$ cat src/rtl/sseg_scan.sv
// Refresh controller for a 4-digit seven-segment display: rotates the active digit
// and tear-proofs value updates through a shadow register applied only at frame boundaries.
module sseg_scan #(
  parameter int DIV = 100000
) (
  input  logic        clk,
  input  logic        rst,
  input  logic        en,
  input  logic        load,
  input  logic [15:0] data_in,
  input  logic        hex_dec_in,
  input  logic        sign_in,
  output logic [15:0] data,
  output logic        hex_dec,
  output logic        sign,
  output logic [1:0]  digit_sel,
  output logic        tick,
  output logic        frame_done,
  output logic        pending
);

  localparam int CW = (DIV > 1) ? $clog2(DIV) : 1;
  localparam logic [CW-1:0] CNT_MAX = CW'(DIV - 1);

  logic [CW-1:0] cnt_q, cnt_d;
  logic [1:0]    digit_q, digit_d;
  logic          tick_q, tick_d;
  logic          frame_q, frame_d;
  logic [15:0]   shData_q, shData_d;
  logic          shHex_q, shHex_d;
  logic          shSign_q, shSign_d;
  logic          pend_q, pend_d;
  logic [15:0]   dispData_q, dispData_d;
  logic          dispHex_q, dispHex_d;
  logic          dispSign_q, dispSign_d;

  logic advance;
  logic boundary;

  assign advance  = en && (cnt_q == CNT_MAX);
  assign boundary = advance && (digit_q == 2'd3);

  // A load on the boundary edge bypasses the shadow so it is visible in the same frame.
  always_comb begin
    cnt_d      = cnt_q;
    digit_d    = digit_q;
    tick_d     = advance;
    frame_d    = boundary;
    shData_d   = shData_q;
    shHex_d    = shHex_q;
    shSign_d   = shSign_q;
    pend_d     = pend_q;
    dispData_d = dispData_q;
    dispHex_d  = dispHex_q;
    dispSign_d = dispSign_q;

    if (en) begin
      cnt_d = advance ? '0 : cnt_q + CW'(1);
    end
    if (advance) begin
      digit_d = digit_q + 2'd1;
    end

    if (load) begin
      shData_d = data_in;
      shHex_d  = hex_dec_in;
      shSign_d = sign_in;
      pend_d   = 1'b1;
    end

    if (boundary) begin
      pend_d = 1'b0;
      if (load) begin
        dispData_d = data_in;
        dispHex_d  = hex_dec_in;
        dispSign_d = sign_in;
      end else if (pend_q) begin
        dispData_d = shData_q;
        dispHex_d  = shHex_q;
        dispSign_d = shSign_q;
      end
    end
  end

  always_ff @(posedge clk) begin
    if (rst) begin
      cnt_q      <= '0;
      digit_q    <= 2'd0;
      tick_q     <= 1'b0;
      frame_q    <= 1'b0;
      shData_q   <= 16'h0000;
      shHex_q    <= 1'b0;
      shSign_q   <= 1'b0;
      pend_q     <= 1'b0;
      dispData_q <= 16'h0000;
      dispHex_q  <= 1'b0;
      dispSign_q <= 1'b0;
    end else begin
      cnt_q      <= cnt_d;
      digit_q    <= digit_d;
      tick_q     <= tick_d;
      frame_q    <= frame_d;
      shData_q   <= shData_d;
      shHex_q    <= shHex_d;
      shSign_q   <= shSign_d;
      pend_q     <= pend_d;
      dispData_q <= dispData_d;
      dispHex_q  <= dispHex_d;
      dispSign_q <= dispSign_d;
    end
  end

  assign data       = dispData_q;
  assign hex_dec    = dispHex_q;
  assign sign       = dispSign_q;
  assign digit_sel  = digit_q;
  assign tick       = tick_q;
  assign frame_done = frame_q;
  assign pending    = pend_q;

endmodule

$ cat config.mk
export PLATFORM = sky130hd
export DESIGN_NAME = sseg_scan
export DESIGN_NICKNAME = d
export VERILOG_FILES = /design/src/rtl/sseg_scan.sv
export SDC_FILE = /design/constraint.sdc
export NUM_CORES = 1
export LEC_CHECK = 0
export ABC_AREA = 1
export CAP_MARGIN = 20
export CORE_MARGIN = 2
export CORE_UTILIZATION = 56
export CTS_CLUSTER_SIZE = 25
export DETAILED_ROUTE_END_ITERATION = 7
export PLACE_DENSITY = 0.81
export SYNTH_ARGS = -nofsm -noshare
export SYNTH_HDL_FRONTEND = slang
export SYNTH_SLANG_ARGS = --single-unit
$ cat constraint.sdc
create_clock -name clk -period 4.6 [get_ports clk]
set_input_delay 0.92 -clock clk [delete_from_list [all_inputs] [get_ports clk]]
set_output_delay 0.92 -clock clk [all_outputs]
set_load 0.05 [all_outputs]
==> impl_metrics.env <==
export IMPL_run_status="completed"
export IMPL_track_usage=0.218
export IMPL_rows=24
export IMPL_finalSetupTns_ns=0
export IMPL_place_ws_ns=1.43
export IMPL_setup_viol=0
export IMPL_core_area_mm2=0.00438
export IMPL_finalHoldViolCount=0
export IMPL_holdCritPathClass="flip-flop to flip-flop"
export IMPL_portBuffers=44
export IMPL_layout_nets=412
export IMPL_viasPerCell=4.97
export IMPL_maxSlewHeadroom=0.390
export IMPL_syn2layout_area_growth_pct=25.1
export IMPL_fp_dieH_um=71.5
export IMPL_finalMaxSlewViolations=0
export IMPL_grt_pass1_wl_mm=8.53
export IMPL_grt_max_degree=25
export IMPL_synth_seq_area_share=0.456
export IMPL_die_w_um=71.5
export IMPL_clkSlewWorstSetupHoldPaths_ns=0.06
export IMPL_clockBufferDepth=2
export IMPL_finClkSkew_ns=0.00466
export IMPL_syn_num_nets=369
export IMPL_synth_warnings=0
export IMPL_cp_start_kind="primary input"
export IMPL_max_clock_freq_mhz=358
export IMPL_drv_cap=0
export IMPL_grt_overflow_total=0
export IMPL_grt_pass1_vias=1976
export IMPL_irDropWorstVdd_mv=0.201
export IMPL_antenna_found_initial=0
export IMPL_fin_crit_sh=0.606
export IMPL_netlist_instances=345
export IMPL_initial_core_util=0.581
export IMPL_insertedDiodeCount=0
export IMPL_first_iter_violations=116
export IMPL_cts_tree="yes"
export IMPL_cts_setup_buffers=0
export IMPL_syn_avg_cell_area_um2=7.39
export IMPL_first_pass_iters=4
export IMPL_tightest_slew_ns=0.911
export IMPL_path_max_fanout=24
export IMPL_critical_path_class="primary input to flip-flop"
export IMPL_cts_resized=0
export IMPL_cts_hold_buf=0
export IMPL_layout_setup_ws_ns=1.81
export IMPL_clk_latency_ns=0.34
export IMPL_gp_congestion=0.919
export IMPL_worstPathRequired_ns=4.85
export IMPL_htree_levels=3
export IMPL_cts_sinks=58
export IMPL_syn_area_mm2=0.00255
export IMPL_detail_route_antenna_nets=0
export IMPL_ios=45
export IMPL_drc=0
export IMPL_period_minus_slack_ns=2.79
export IMPL_die_area_mm2=0.00511
export IMPL_leakage_nw=1.36
export IMPL_arrival_ns=3.04
export IMPL_drive_gt1_frac=0.0560
export IMPL_cts_root_buf="clkbuf_8"
export IMPL_crit_path_end_kind="flip-flop"
export IMPL_rsz0062_at_grt="false"
export IMPL_cts_buffers=9
export IMPL_num_vias=2212
export IMPL_wl_per_cell_um=11.7
export IMPL_postRouteWirelength_mm=5.20
export IMPL_p_per_area_mw_per_mm2=332
export IMPL_synth_seq_cells=58
export IMPL_post_dp_hpwl_mm=3.52
export IMPL_synth_distinct_cells=26
## kinds of logic (layout without fill, tap and decap cells)
kind of cell	after synthesis	after routing	share of synthesized area
AOI/OAI and AO/OA	13	13	0.0290
muxes	18	18	0.0707
buffers and inverters	69	117	0.110
and+or+nand+nor	183	183	0.318
xor gates and xnor gates	2	2	0.00687
adders and majority gates	2	2	0.00982
DFF	58	58	0.456
## power breakdown
part / switching, mW / leakage, nW / internal (mW)
Combinational: 0.0357 / 0.791 / 0.0309
Clock: 0.193 / 0.101 / 0.280
Sequential: 0.00436 / 0.471 / 0.514
Total: 0.233 / 1.36 / 0.824
## layout by cell type, fill, tap and decap left out, types with 4 or more instances in the layout
cell type         n
clkbuf_8         11
o21ai_0           4
a21oi_1           5
nand3_1          15
nand4_1          20
nor2_1           67
clkdlybuf4s50_1  44
dfxtp_1          58
inv_1            55
nand2_1          69
mux2i_1          18
nor3_1            5
## critical path, stage by stage
cell and delay [ns]:
clkdlybuf4s50_1 0.84, nor2_1 0.91, inv_1 0.18, nor3_1 0.18
## flip-flops by register name (all words and copies together), names as in the netlist
name,flops
pending,1
frame_done,1
hex_dec,1
shHex_q,1
cnt_q,17
shData_q,16
digit_sel,2
sign,1
data,16
tick,1
shSign_q,1
## synthesized netlist by cell type
library cell / n / area share
nand4_1: 20 / 0.049
buf_6: 1 / 0.0044
or2_2: 1 / 0.0025
ha_1: 2 / 0.0098
a31oi_1: 1 / 0.0025
mux2i_1: 18 / 0.071
nand2_2: 1 / 0.0025
nand3_1: 15 / 0.029
buf_4: 3 / 0.0088
a21oi_1: 5 / 0.0098
nor3_1: 5 / 0.0098
nand3_2: 1 / 0.0039
nor2_1: 67 / 0.099
o21ai_0: 4 / 0.0079
buf_2: 3 / 0.0059
inv_1: 55 / 0.081
nand2_1: 69 / 0.10
clkbuf_1: 4 / 0.0059
a211oi_1: 2 / 0.0059
buf_1: 2 / 0.0029
xor2_1: 2 / 0.0069
o21bai_1: 1 / 0.0029
inv_2: 1 / 0.0015
nor2_4: 3 / 0.013
nand3_4: 1 / 0.0069
dfxtp_1: 58 / 0.46
## per-layer routing
layer,global-route usage,wire [µm]
met1,0.257,2450
met2,0.359,2430
met3,0.0549,227
met4,0.128,100
met5,0,0
## layout make-up
class,count,area [µm²]
timing repair buffer,45,448
sequential,58,1160
fill,360,1200
clock buffer,14,163
tap,52,65.1
inverter,56,210
clock inverter,2,35.0
multi-input combinational,218,1110
## worst paths after layout
check / startpoint / endpoint / slack [ns] / cells past startpoint
setup / recovery: rst / cnt_q[5]$_SDFFE_PP0P_ / 1.81 / 4
hold / removal: digit_sel[1]$_SDFFE_PP0N_ / digit_sel[1]$_SDFFE_PP0N_ / 0.48 / 2
setup reg to reg: cnt_q[0]$_SDFFE_PP0P_ / cnt_q[5]$_SDFFE_PP0P_ / 2.46 / 8
hold reg to reg: digit_sel[1]$_SDFFE_PP0N_ / digit_sel[1]$_SDFFE_PP0N_ / 0.48 / 2
## per-stage QoR
stage,instance area (µm²),utilization,std cells,hold WS (ns),total power [mW]
2_1_floorplan,2550,-,345,0.456,0.567
3_3_place_gp,2990,0.682,429,0.465,0.593
3_5_place_dp,2990,0.682,429,0.470,0.595
4_1_cts,3190,0.727,445,0.482,1.06
5_1_grt,3190,0.727,445,0.505,1.09
6_report,3190,0.727,445,0.477,1.06
Note: power is estimated with default switching activity, not from simulation.
